==> config.mk <==
export PLATFORM = sky130hd
export DESIGN_NAME = branch_resolve_unit
export DESIGN_NICKNAME = d
export VERILOG_FILES = /design/src/rtl/branch_pkg.sv /design/src/rtl/branch_decide.sv /design/src/rtl/branch_resolve_unit.sv
export SDC_FILE = /design/constraint.sdc
export NUM_CORES = 1
export LEC_CHECK = 0
export CAP_MARGIN = 20
export CORE_ASPECT_RATIO = 1.75
export CORE_MARGIN = 2
export CORE_UTILIZATION = 56
export CTS_BUF_LIST = sky130_fd_sc_hd__clkbuf_4 sky130_fd_sc_hd__clkbuf_8
export DETAILED_ROUTE_END_ITERATION = 8
export GPL_ROUTABILITY_DRIVEN = 0
export GPL_TIMING_DRIVEN = 0
export PLACE_DENSITY = 0.89
export SETUP_SLACK_MARGIN = 0.05
export SLEW_MARGIN = 20
export SYNTH_ARGS = -nofsm -noshare
export SYNTH_HDL_FRONTEND = slang
export SYNTH_SLANG_ARGS = --single-unit
==> constraint.sdc <==
create_clock -name clk -period 4.3 [get_ports clk]
set_input_delay 1.075 -clock clk [delete_from_list [all_inputs] [get_ports clk]]
set_output_delay 1.075 -clock clk [all_outputs]
set_load 0.02 [all_outputs]
==> src/rtl/branch_pkg.sv <==
// Shared types for branch resolution: funct3 encodings, PC increment, result record.
// No logic; constants and typedefs only.
// No handshake; consumed by branch_decide and branch_resolve_unit.
package branch_pkg;

    localparam int BR_XLEN = 64;
    localparam int PC_INC  = 4;

    typedef enum logic [2:0] {
        BEQ  = 3'b000,
        BNE  = 3'b001,
        BLT  = 3'b100,
        BGE  = 3'b101,
        BLTU = 3'b110,
        BGEU = 3'b111
    } br_funct3_t;

    // next_pc is sized for the widest supported PC; narrower cores zero-extend.
    typedef struct packed {
        logic               taken;
        logic [BR_XLEN-1:0] next_pc;
        logic               mispredict;
        logic               illegal;
    } br_result_t;

endpackage

==> src/rtl/branch_decide.sv <==
// Maps funct3 plus comparator flags to direction, next PC and mispredict.
// Latency: purely combinational.
// Backpressure: none; the enclosing stage decides when the result is captured.
module branch_decide
    import branch_pkg::*;
#(
    parameter int XLEN = BR_XLEN
) (
    input  logic [2:0]      funct3,
    input  logic            eq,
    input  logic            ls,
    input  logic            lu,
    input  logic [XLEN-1:0] pc,
    input  logic [XLEN-1:0] imm,
    input  logic            pred_taken,
    output br_result_t      result
);

    logic            cond;
    logic            legal;
    logic            taken_c;
    logic [XLEN-1:0] target;

    always_comb begin
        cond  = 1'b0;
        legal = 1'b1;
        case (funct3)
            BEQ:     cond = eq;
            BNE:     cond = !eq;
            BLT:     cond = ls;
            BGE:     cond = !ls;
            BLTU:    cond = lu;
            BGEU:    cond = !lu;
            default: legal = 1'b0;
        endcase
        taken_c = legal && cond;
        // Modulo-2^XLEN adds: wrap past the top of the address space is intentional.
        target  = taken_c ? (pc + imm) : (pc + XLEN'(PC_INC));

        result            = '0;
        result.taken      = taken_c;
        result.next_pc    = BR_XLEN'(target);
        result.mispredict = legal && (taken_c != pred_taken);
        result.illegal    = !legal;
    end

endmodule

==> src/rtl/branch_resolve_unit.sv <==
// Single-entry branch resolution stage with mispredict detection and saturating counters.
// Latency: 1 cycle from accept to out_valid; 1 branch/cycle sustained.
// Backpressure: in_ready = !out_valid || out_ready; flush overrides both hold and accept.
module branch_resolve_unit
    import branch_pkg::*;
#(
    parameter int XLEN  = 64,
    parameter int CNT_W = 32
) (
    input  logic             clk,
    input  logic             rst_n,
    input  logic             in_valid,
    output logic             in_ready,
    input  logic [2:0]       funct3,
    input  logic             eq,
    input  logic             ls,
    input  logic             lu,
    input  logic [XLEN-1:0]  pc,
    input  logic [XLEN-1:0]  imm,
    input  logic             pred_taken,
    input  logic             flush,
    output logic             out_valid,
    input  logic             out_ready,
    output logic             taken,
    output logic [XLEN-1:0]  next_pc,
    output logic             mispredict,
    output logic             illegal,
    output logic [CNT_W-1:0] n_branches,
    output logic [CNT_W-1:0] n_mispredicts
);

    br_result_t       res_d;
    br_result_t       res_q;
    logic             valid_q;
    logic             accept;
    logic [CNT_W-1:0] n_br_d, n_br_q;
    logic [CNT_W-1:0] n_mp_d, n_mp_q;

    branch_decide #(.XLEN(XLEN)) u_decide (
        .funct3     (funct3),
        .eq         (eq),
        .ls         (ls),
        .lu         (lu),
        .pc         (pc),
        .imm        (imm),
        .pred_taken (pred_taken),
        .result     (res_d)
    );

    assign in_ready = !valid_q || out_ready;
    assign accept   = in_valid && in_ready && !flush;

    always_comb begin
        n_br_d = n_br_q;
        n_mp_d = n_mp_q;
        // Illegal encodings are reported downstream but never counted as branches.
        if (accept && !res_d.illegal) begin
            if (n_br_q != '1)
                n_br_d = n_br_q + CNT_W'(1);
            if (res_d.mispredict && (n_mp_q != '1))
                n_mp_d = n_mp_q + CNT_W'(1);
        end
    end

    always_ff @(posedge clk or negedge rst_n) begin
        if (!rst_n) begin
            valid_q <= 1'b0;
            res_q   <= '0;
            n_br_q  <= '0;
            n_mp_q  <= '0;
        end else begin
            n_br_q <= n_br_d;
            n_mp_q <= n_mp_d;
            if (flush) begin
                valid_q <= 1'b0;
            end else if (accept) begin
                valid_q <= 1'b1;
                res_q   <= res_d;
            end else if (out_ready) begin
                valid_q <= 1'b0;
            end
        end
    end

    assign out_valid     = valid_q;
    assign taken         = res_q.taken;
    assign next_pc       = res_q.next_pc[XLEN-1:0];
    assign mispredict    = res_q.mispredict;
    assign illegal       = res_q.illegal;
    assign n_branches    = n_br_q;
    assign n_mispredicts = n_mp_q;

endmodule

* Yosys cells after proc, flatten, opt, wreduce, memory -nomap -nowiden
Cells that the tools add are included.
Word-level totals: input bits 140, register bits after elaboration 132, output and inout bits 133, word-level logic and storage cells 45
Cells by class: reductions and logical operators 19, add/subtract/negate cells 4, muxes and demuxes 6, equality and inequality tests 8, bitwise operators 1
Operators with widths (count):
- 32-bit by 1-bit adder with 32-bit output, second input constant | 2
- 64-bit by 3-bit adder with 64-bit output, second input constant | 1
- 64-bit adder | 1
- 64-bit two-way mux | 1
- 32-bit inequality test, second input constant | 2
- 3-bit equality test, second input constant | 4
- 1-bit logical AND | 6
- 1-bit zero test | 6
- 1-bit case mux with 6 select lines | 1
- 2-bit AND reduction | 3
- 6-bit OR reduction | 1
- 1-bit two-way mux | 4
- 3-bit by 1-bit equality test with 1-bit output, second input constant | 1
- 3-bit zero test | 1
- 3-bit nonzero test | 1
- 1-bit logical OR | 1
- 1-bit inequality test | 1
- 1-bit inverter | 1

* Logic depth before layout (Yosys ltp)
Gate-level depths: netlist of the first run.
word-level depth 8, depth in mapped cells 12, mapped depth without buffers 11

* Hierarchy
A second synthesis of the first run with hierarchy kept.
Unflattened totals: cells, all modules 1285, area, all modules 11169.5 µm²
By module, submodules not included:
- branch_resolve_unit | area each 5703.0 µm², times used 1, cells each 447, seq. area each 3303.2 µm²
- branch_decide | area each 5466.5 µm², times used 1, cells each 838, seq. area each 0.0 µm²

* Worst setup path before layout of the first run
No wires, ideal clock.
kind input-to-reg, start in pc[0], end reg res_q, in the netlist next_pc[44], stages on the path 11, slack 0.489 ns, library setup time 0.094 ns, buffers on the path 0, arrival time 3.717 ns, data required time 4.206 ns, path through ha_1 > fa_1 > a211oi_1 > o211ai_1 > a32oi_1 > o21ai_0 > a21oi_1 > o31ai_4 > a211oi_1 > xor2_1 > a211oi_1
On the way: word-level cells in the longest chain between the ends 2, elaborated cells between the ends (all ways) 3, classes of those cells 2 x add/sub; 1 x mux
RTL lines:
- start: declaration | line branch_resolve_unit.sv:18 | input logic [XLEN-1:0] pc,
- 64-bit by 3-bit adder with 64-bit output or 64-bit adder (tied branches) | line branch_decide.sv:38 | target = taken_c ? (pc + imm) : (pc + XLEN'(PC_INC));
- 64-bit two-way mux * | line branch_decide.sv:38
- end signal: assignment | line branch_resolve_unit.sv:78 | res_q <= res_d;
- end: declaration | line branch_resolve_unit.sv:33 | br_result_t res_q;
Every way passes the cells marked *; elsewhere a longest branch is shown, timed or not. A chain may end at the register's enable or synchronous reset.

* Worst setup path after layout of the first run
start in pc[0], end reg res_q, in the netlist next_pc[42]
Same word-level chain as after synthesis.

==> results of run 1 <==
==> power groups by stage <==
| stage | Sequential [mW] | Combinational [mW] | Clock [mW] |
|---|---|---|---|
| 3_3_place_gp | 1.57 | 1.79 | 0 |
| 2_1_floorplan | 1.77 | 0.790 | 0 |
| 5_1_grt | 1.58 | 2.02 | 1.21 |
| 6_report | 1.57 | 1.91 | 1.14 |
| 3_5_place_dp | 1.58 | 1.84 | 0 |
| 4_1_cts | 1.56 | 1.86 | 1.15 |
==> worst min-delay path: cells and delay by family (launching register included) <==
kind	cells	cell delay, ns
flip-flops	1	0.34
AO/OA/AOI/OAI	1	0.06
AND/OR/NAND/NOR	1	0.05
==> state kept, by name, indices dropped and copies added (netlist names) <==
signal	flops
next_pc	64
n_branches	32
n_mispredicts	32
illegal	1
mispredict	1
out_valid	1
taken	1
==> cell families (layout without fill, tap and decap cells) <==
kind of cell             Yosys count  count (layout)  share of synthesized area, %
AO/OA/AOI/OAI                    373             373                          22.0
XOR/XNOR                         167             167                          13.4
adder cells (fa/ha/maj)           67              67                          7.73
buffers and inverters             89             391                          3.17
flip-flops                       132             132                          30.2
multiplexers                      10              10                         0.961
other                              0               2                             0
AND/OR/NAND/NOR                  511             511                          22.6
==> cell usage in the layout, fill, tap and decap left out, types with 8 or more instances in the layout <==
master / synthesis / final
a221oi_1: 9 / 9
nand2_1: 163 / 163
or3_1: 8 / 8
and2_1: 12 / 11
xor2_1: 73 / 73
clkbuf_8: 0 / 19
nand3_1: 62 / 62
o211ai_1: 16 / 16
o21a_1: 11 / 11
and4_1: 11 / 11
nor2_1: 119 / 119
nor4_1: 16 / 13
and3_1: 24 / 24
o21ai_0: 80 / 79
a21oi_1: 114 / 111
o21bai_1: 15 / 15
o221ai_1: 14 / 14
inv_1: 27 / 27
dfrtp_1: 132 / 132
ha_1: 66 / 66
nand4_1: 47 / 47
a21o_1: 29 / 29
clkdlybuf4s50_1: 0 / 271
clkbuf_1: 59 / 57
xnor2_1: 94 / 94
a211oi_1: 16 / 14
nor3_1: 25 / 24
a31oi_1: 13 / 12
==> through the flow <==
step	setup slack, ns	total power [mW]	setup TNS, ns
floorplan	0.489	2.55	0
global placement	-3.09	3.37	-420.39
detailed placement	-0.962	3.42	-13.41
CTS	0.0662	4.56	0
global route	-0.0218	4.81	-0.0218
finish	0.0408	4.61	0
==> metal layers <==
| layer | global-route usage [%] | routed length [microns] | vias up |
|---|---|---|---|
| met3 | 9.33 | 3460 | 286 |
| met5 | 0 | 0 | - |
| met4 | 33.2 | 3860 | 0 |
| met1 | 40.5 | 13500 | 5831 |
| met2 | 68.8 | 20900 | 787 |
| li1 | - | - | 5511 |
==> path summary, 6_finish.rpt <==
check	end	cells past startpoint
max in group asynchronous	n_branches[9]	2
worst min register to register	next_pc[5]	2
min in group asynchronous	n_mispredicts[18]	1
worst min-delay path	next_pc[5]	2
worst max register to register	n_branches[31]	10
worst max-delay path	next_pc[42]	11
==> layout make-up <==
cell class | count | area, sq um
Multi-Input combinational cell | 1128 | 7380
Inverter | 27 | 101
Clock buffer | 20 | 269
Buffer | 60 | 238
Clock inverter | 11 | 151
Antenna cell | 2 | 5.00
Tap cell | 241 | 302
Fill cell | 1434 | 4690
Timing Repair Buffer | 273 | 2760
Sequential cell | 132 | 3300
==> flow_metrics.py, run 1 <==
metrics = {
    "place": {
        "post-dp-hpwl_microns": 31800,
        "place_area_sq_um": 14000,
        "dp_cells": 1863,
        "io_buffers": 272,
    },
    "finish": {
        "layout-drive-gt1-share_pct": 4.54,
        "syn_to_final_growth_pct": 32.6,
        "layout.cells.non_filler": 1894,
        "post-route-util_pct": 75.6,
        "nets": 1846,
        "stdcell_area_sq_um": 14500,
    },
    "logic_synthesis": {
        "ys.flop_type": "dfrtp_1",
        "synth.yosys.seq_area_share_pct": 30.2,
        "synth_edf_count": 0,
        "synthArstFlopShare_pct": 100,
        "synthTopCellsByArea": "dfrtp_1, ha_1, xnor2_1",
        "ys_ff_latch": 132,
        "synth.most_common_cell": "nand2_1",
        "netlist_area_sq_um": 10900,
        "syn_area_per_cell_sq_um": 8.11,
        "yosys-top-cells-count": "nand2_1, dfrtp_1, nor2_1",
        "synth_cells": 1349,
        "synth_top_area_share_pct": 30.2,
        "synth_top_cell_by_area": "dfrtp_1",
        "synth_cell_types": 67,
        "synth_nets": 1556,
        "yosys_warnings": 0,
    },
    "timing": {
        "rsz0062_at_grt": "true",
        "finalCriticalPeriod_ns": 4.26,
        "maxSlewViolCount": 0,
        "fmax_mhz": 235,
        "finClkSkew_ns": 0.0203,
        "hold_viol": 0,
        "slew_headroom_pct": 28.6,
        "hold_ws_ns": 0.482,
        "final.period_utilization_pct": 99.1,
        "finalSetupViolCount": 0,
        "tightest_slew_ns": 1.06,
    },
    "global_routing": {
        "grt_pass1_wl_microns": 64200,
        "gr-usage-all-layers_pct": 40.3,
        "antenna_found_initial": 2,
        "grt_max_degree": 72,
        "grt_overflow_total": 0,
        "grt_pass1_vias": 12400,
    },
    "power_and_ir_drop": {
        "p_leak_nw": 5.93,
        "powerDensity_nw_per_um2": 318,
        "seq_power_share_pct": 33.9,
        "pwr-share-clk_pct": 24.7,
        "switching_share_pct": 38.5,
        "p_int_mw": 2.84,
        "pwr-share-comb_pct": 41.3,
        "p_sw_mw": 1.78,
        "vdd_ir_drop_max_uv": 294,
    },
    "route": {
        "ant_nets": 0,
        "via_count": 12400,
        "drt-total-wl_microns": 41700,
        "post-route-drc-count": 0,
        "drt_iter0_drc": 1273,
        "wl_per_cell_microns": 22.0,
        "firstDrtPassIters": 9,
        "routed_via_density": 6.55,
    },
    "setup_path": {
        "worst_ep_required_time_ns": 4.61,
        "r2r-start": "out_valid",
        "slowest_delay_ns": 0.44,
        "end_kind": "flop",
        "crit_arrival_ns": 4.57,
        "cp_max_fo": 4,
        "crit_chain": "clkdlybuf4s50_1 -> ha_1 -> fa_1 -> a211oi_1 -> o211ai_1 -> a32oi_2 -> nand3_1 -> a31o_2 -> a21oi_1 -> xor2_1 -> o221ai_1",
        "cp-start-kind": "input pin",
        "path_buf_inv": 1,
        "critPathKind": "in -> reg",
        "rrSetupSlack_ns": 0.75,
        "setup.worst_path.start": "pc[0]",
        "critPathSlowestCell": "fa_1",
        "critical-path-top-delay-family": "compound AO/OA/AOI/OAI gates",
    },
    "clock_tree": {
        "cts_hold_buf": 0,
        "postCtsSetupBuffers": 0,
        "cts_buffers": 17,
        "root_buffer": "clkbuf_8",
        "clock_sinks": 132,
        "cts_resized": 7,
        "insertion_delay_ns": 0.48,
        "cts.clk_slew.worst_paths_ns": 0.07,
        "cts.path.max_buffers": 2,
        "cts_tree": "yes",
        "htreeDepth": 4,
    },
    "die": {
        "num_rows": 67,
        "io_pins": 273,
        "die_w_microns": 110,
        "initial_core_util_pct": 57.0,
        "die-area_sq_um": 20700,
        "die_h_microns": 189,
        "core-area_sq_um": 19200,
    },
    "min_path": {
        "hp-start": "next_pc[5]",
        "hold_path.class": "reg -> reg",
    },
    "outcome": {
        "status": "finished clean",
    },
    "job": {
        "cap_violations": 0,
    },
}
(Power assumes the default switching activity.)
==> run 2: changes to the inputs <==
--- a/config.mk
+++ b/config.mk
@@ -8,12 +8,12 @@
 export CAP_MARGIN = 20
 export CORE_ASPECT_RATIO = 1.75
 export CORE_MARGIN = 2
-export CORE_UTILIZATION = 56
+export CORE_UTILIZATION = 52
 export CTS_BUF_LIST = sky130_fd_sc_hd__clkbuf_4 sky130_fd_sc_hd__clkbuf_8
 export DETAILED_ROUTE_END_ITERATION = 8
 export GPL_ROUTABILITY_DRIVEN = 0
 export GPL_TIMING_DRIVEN = 0
-export PLACE_DENSITY = 0.89
+export PLACE_DENSITY = 0.84
 export SETUP_SLACK_MARGIN = 0.05
 export SLEW_MARGIN = 20
 export SYNTH_ARGS = -nofsm -noshare
==> constraint.sdc (replaced) <==
create_clock -name clk -period 4.2 [get_ports clk]
set_input_delay 1.05 -clock clk [delete_from_list [all_inputs] [get_ports clk]]
set_output_delay 1.05 -clock clk [all_outputs]
set_load 0.02 [all_outputs]
==> run 2 against run 1 <==
Net effect: the run now ends with negative setup slack left; via count is 2.3% lower; sequential share of layout area decreased by 0.12 points; critical endpoint unchanged; critical path type unchanged; worst hold slack better by 0.0035 ns; cell area is 0.53% higher; non-clock buffer count is 1 lower.
==> flow_metrics.py, run 2 (same netlist as run 1, synthesis figures left out) <==
metrics = {
    "global_routing": {
        "grt_pass1_wl_microns": 62900,
        "antenna_found_initial": 0,
        "grt_overflow_total": 0,
        "grt_pass1_vias": 12100,
        "gr-usage-all-layers_pct": 36.2,
        "grt_max_degree": 69,
    },
    "clock_tree": {
        "insertion_delay_ns": 0.47,
        "cts_tree": "yes",
        "clock_sinks": 132,
        "cts.clk_slew.worst_paths_ns": 0.08,
        "cts_hold_buf": 0,
        "htreeDepth": 4,
        "cts_buffers": 17,
        "cts.path.max_buffers": 2,
        "root_buffer": "clkbuf_8",
    },
    "die": {
        "die_h_microns": 196,
        "die_w_microns": 114,
        "die-area_sq_um": 22300,
        "io_pins": 273,
        "num_rows": 70,
        "core-area_sq_um": 20800,
        "initial_core_util_pct": 52.7,
    },
    "finish": {
        "final_common_cell": "clkdlybuf4s50_1",
        "nets": 1845,
        "stdcell_area_sq_um": 14600,
        "regArea_sq_um": 3300,
        "syn_to_final_growth_pct": 33.3,
        "most-common-layout-cells": "clkdlybuf4s50_1, nand2_1, dfrtp_1",
        "antenna_cells": 0,
        "multiInputGateArea_sq_um": 7390,
        "layout-drive-gt1-share_pct": 4.66,
        "largest_reg_flops": 64,
        "num-fill-cells": 1700,
    },
    "timing": {
        "finalCriticalPeriod_ns": 4.23,
        "tightest_slew_ns": 1.22,
        "finalSetupViolCount": 1,
        "final.period_utilization_pct": 101,
        "maxSlewViolCount": 0,
        "setup_slack_ns": -0.0287,
        "slew_headroom_pct": 18.0,
        "tns_ns": -0.0287,
        "hold_viol": 0,
        "rsz0062_at_grt": "true",
        "finClkSkew_ns": 0.0158,
        "fmax_mhz": 236,
    },
    "route": {
        "ant_nets": 0,
        "firstDrtPassIters": 8,
        "drt_iter0_drc": 1101,
        "routed_via_density": 6.38,
        "post-route-drc-count": 0,
        "drt-total-wl_microns": 40600,
        "via_count": 12100,
        "wl_per_cell_microns": 21.3,
    },
    "setup_path": {
        "critPathKind": "in -> reg",
        "worst_ep_required_time_ns": 4.52,
        "reg2reg_depth": 10,
        "end_kind": "flop",
        "cp_max_fo": 4,
        "setup.worst_path.start": "pc[0]",
        "crit_chain": "clkdlybuf4s50_1 -> ha_1 -> fa_1 -> a211oi_1 -> o211ai_1 -> a32oi_2 -> nand3_1 -> a31o_2 -> a21oi_1 -> xor2_1 -> o221ai_1",
        "cp-start-kind": "input pin",
        "critPathSlowestCell": "clkdlybuf4s50_1",
        "r2r-start": "out_valid",
        "crit_arrival_ns": 4.55,
        "slowest_delay_ns": 0.44,
    },
    "min_path": {
        "holdPathStages": 2,
        "hp-start": "next_pc[5]",
        "hold_path.class": "reg -> reg",
    },
    "place": {
        "place_ws_ns": -1.02,
        "post-dp-hpwl_microns": 31600,
        "io_buffers": 272,
        "place_area_sq_um": 14000,
    },
    "power_and_ir_drop": {
        "powerDensity_nw_per_um2": 332,
        "p_leak_nw": 5.96,
        "vdd_ir_drop_max_uv": 181,
    },
    "outcome": {
        "status": "finished, violations left",
        "violations": "negative setup slack",
    },
    "job": {
        "cap_violations": 0,
    },
}
==> run 2: repair_timing <==
| action | 4_1_cts | 5_1_grt |
|---|---|---|
| endpoints found under the hold margin | 0 | 0 |
| pin swaps | 1 | 0 |
| buffers inserted | 1 | 0 |
| gates resized for setup | 7 | 14 |
| endpoints found under the setup margin | 11 | 33 |
==> run 2: through the flow <==
step / util (%) / hold WS [ns] / power [mW] / instances
6_report: 70.2 / 0.485 / 4.84 / 1903
5_1_grt: 70.2 / 0.519 / 5.06 / 1903
4_1_cts: 70.0 / 0.488 / 4.81 / 1907
3_5_place_dp: 67.5 / 0.469 / 3.49 / 1874
3_3_place_gp: 67.3 / 0.461 / 3.45 / 1873
2_1_floorplan: - / 0.583 / 2.62 / 1349
==> run 2: final timing paths <==
| path | endpoint | slack [ns] |
|---|---|---|
| max in group asynchronous | n_branches[9] | 2.93 |
| worst max register to register | n_branches[29] | 0.88 |
| worst min-delay path | next_pc[5] | 0.48 |
| worst max-delay path | next_pc[42] | -0.03 |
| min in group asynchronous | n_mispredicts[19] | 0.53 |
| worst min register to register | next_pc[5] | 0.48 |
==> run 2: worst max-delay path, delay by kind of cell <==
family / cells / cell delay, ns
buffers and inverters: 1 / 0.44
adders and majority gates: 2 / 0.70
and+or+nand+nor: 1 / 0.23
xor gates and xnor gates: 1 / 0.43
AOI/OAI and AO/OA: 6 / 1.70
==> run 2: power breakdown <==
part	internal [mW]	leakage, nW	switching [mW]
logic	0.835	4.03	1.10
registers	1.45	1.69	0.149
clock network	0.740	0.236	0.569
total	3.02	5.96	1.82
==> run 2: per-layer routing <==
layer	vias up	global-route usage (%)	share of wire, %
met5	-	0	0
met4	0	25.2	7.5
met3	221	6.09	7.6
met2	694	65.6	52
met1	5713	37.2	33
li1	5506	-	-
==> run 2: cell type report <==
type / instances / area share [%]
clock inverters: 13 / 1.52
inverters: 27 / 0.695
multi-input cells: 1128 / 50.7
repair buffers: 274 / 18.9
well taps: 252 / 2.16
flip-flops and latches: 132 / 22.7
clock buffers: 19 / 1.75
plain buffers: 58 / 1.58
==> run 3: changes to the inputs <==
--- a/config.mk
+++ b/config.mk
@@ -15,6 +15,7 @@
 export GPL_TIMING_DRIVEN = 0
 export PLACE_DENSITY = 0.84
 export SETUP_SLACK_MARGIN = 0.05
+export SKIP_CTS_REPAIR_TIMING = 1
 export SLEW_MARGIN = 20
 export SYNTH_ARGS = -nofsm -noshare
 export SYNTH_HDL_FRONTEND = slang
==> run 3 against run 2 <==
Net effect: the flow now finishes without violations; worst hold slack lost 0.0020 ns; sequential share of layout area is essentially flat; fmax grew 2.6%; critical endpoint unchanged; non-clock buffer count grew 2; clock-buffer cell count is the same; routed wire length shrank 0.31%; sequential power is essentially flat; largest cell class unchanged; setup slack gained 0.11 ns.
==> flow_metrics.py, run 3 (same netlist as run 1, synthesis figures left out) <==
metrics = {
    "finish": {
        "largest_reg_flops": 64,
        "antenna_cells": 0,
        "syn_to_final_growth_pct": 33.6,
        "layout-drive-gt1-share_pct": 4.96,
        "most-common-layout-cells": "clkdlybuf4s50_1, nand2_1, dfrtp_1",
        "post-route-util_pct": 70.4,
        "nets": 1847,
        "final_common_cell": "clkdlybuf4s50_1",
        "layout.cells.non_filler": 1905,
    },
    "min_path": {
        "hold_path_end": "next_pc[5]",
        "hp-start": "next_pc[5]",
        "hold_path.class": "reg -> reg",
        "holdPathStages": 2,
    },
    "timing": {
        "finalCriticalPeriod_ns": 4.12,
        "tightest_slew_ns": 1.09,
        "slew_headroom_pct": 27.0,
        "maxSlewViolCount": 0,
        "hold_viol": 0,
        "rsz0062_at_grt": "true",
        "fmax_mhz": 243,
        "finalSetupViolCount": 0,
        "final.period_utilization_pct": 98.1,
        "setup_slack_ns": 0.0790,
        "finClkSkew_ns": 0.0160,
    },
    "setup_path": {
        "setup.worst_path.start": "pc[0]",
        "end_kind": "flop",
        "reg2reg_depth": 10,
        "critPathKind": "in -> reg",
        "cp_max_fo": 4,
        "rrSetupSlack_ns": 0.87,
        "r2r-start": "out_valid",
        "rr_endpoint": "n_branches[29]",
        "crit_arrival_ns": 4.44,
        "cp-start-kind": "input pin",
        "worst_ep_required_time_ns": 4.52,
    },
    "clock_tree": {
        "cts_buffers": 17,
        "cts_tree": "yes",
        "insertion_delay_ns": 0.48,
        "cts.path.max_buffers": 2,
        "clock_sinks": 132,
        "cts.clk_slew.worst_paths_ns": 0.09,
        "root_buffer": "clkbuf_8",
        "htreeDepth": 4,
    },
    "global_routing": {
        "grt_pass1_wl_microns": 62800,
        "grt_overflow_total": 0,
        "gr-usage-all-layers_pct": 36.1,
        "antenna_found_initial": 0,
        "grt_max_degree": 69,
        "grt_pass1_vias": 12100,
    },
    "power_and_ir_drop": {
        "vdd_ir_drop_max_uv": 183,
        "pwr-share-comb_pct": 40.1,
        "seq_power_share_pct": 32.9,
        "powerDensity_nw_per_um2": 332,
        "p_leak_nw": 5.97,
        "p_sw_mw": 1.83,
        "p_total_mw": 4.85,
        "pwr-share-clk_pct": 27.0,
        "switching_share_pct": 37.7,
        "p_int_mw": 3.02,
    },
    "place": {
        "io_buffers": 272,
        "place_ws_ns": -1.02,
        "dp_cells": 1874,
        "post-dp-hpwl_microns": 31600,
    },
    "route": {
        "drt_iter0_drc": 1141,
        "via_count": 12100,
        "ant_nets": 0,
        "post-route-drc-count": 0,
        "routed_via_density": 6.37,
        "firstDrtPassIters": 6,
        "drt-total-wl_microns": 40400,
        "wl_per_cell_microns": 21.2,
    },
    "die": {
        "initial_core_util_pct": 52.7,
        "num_rows": 70,
        "io_pins": 273,
        "die_w_microns": 114,
        "die-area_sq_um": 22300,
        "core-area_sq_um": 20800,
        "die_h_microns": 196,
    },
    "job": {
        "cap_violations": 0,
    },
    "outcome": {
        "status": "finished clean",
    },
}
-- run 3: worst max path at each step --
stage / to / depth (start not counted) / slack, ns
after CTS: next_pc[44] / 12 / -0.61
after global placement: next_pc[31] / 1 / -3.23
after detailed placement: next_pc[44] / 12 / -1.02
final: next_pc[42] / 11 / 0.08
after floorplan: next_pc[44] / 11 / 0.41
after global routing: next_pc[44] / 12 / -0.04
-- run 3: layout make-up --
cell class | count | area [sq um]
buffer | 59 | 234
timing repair buffer | 275 | 2770
sequential | 132 | 3300
tap | 252 | 315
multi-input combinational | 1128 | 7410
fill | 1694 | 6150
clock inverter | 13 | 221
clock buffer | 19 | 255
inverter | 27 | 101
-- run 3: worst max-delay path, cell delays in order --
cell and delay, ns:
clkdlybuf4s50_1 0.44, ha_1 0.25, fa_1 0.44, a211oi_1 0.33, o211ai_1 0.20, a32oi_2 0.32, nand3_1 0.23, a31o_2 0.34
a21oi_2 0.26, xor2_1 0.38, o221ai_1 0.19
-- run 3: routing by layer --
layer | vias to the layer above | global-route usage (%) | wire length [microns]
li1 | 5506 | - | -
met1 | 5703 | 36.9 | 13400
met2 | 682 | 65.5 | 21000
met3 | 244 | 6.18 | 2890
met4 | 0 | 25.4 | 3150
met5 | - | 0 | 0
-- run 3: power groups by stage --
stage          Combinational, mW  Sequential (mW)  Clock (mW)
2_1_floorplan              0.808             1.81           0
3_3_place_gp                1.85             1.61           0
3_5_place_dp                1.88             1.61           0
4_1_cts                     1.89             1.59        1.32
5_1_grt                     2.07             1.62        1.38
6_report                    1.94             1.60        1.31
-- run 3: metrics by stage --
| stage | cell area (sq um) | hold slack [ns] | TNS (ns) |
|---|---|---|---|
| 2_1_floorplan | 10900 | 0.583 | 0 |
| 3_3_place_gp | 14000 | 0.461 | -442.86 |
| 3_5_place_dp | 14000 | 0.469 | -16.52 |
| 4_1_cts | 14500 | 0.488 | -2.07 |
| 5_1_grt | 14600 | 0.519 | -0.0420 |
| 6_report | 14600 | 0.483 | 0 |
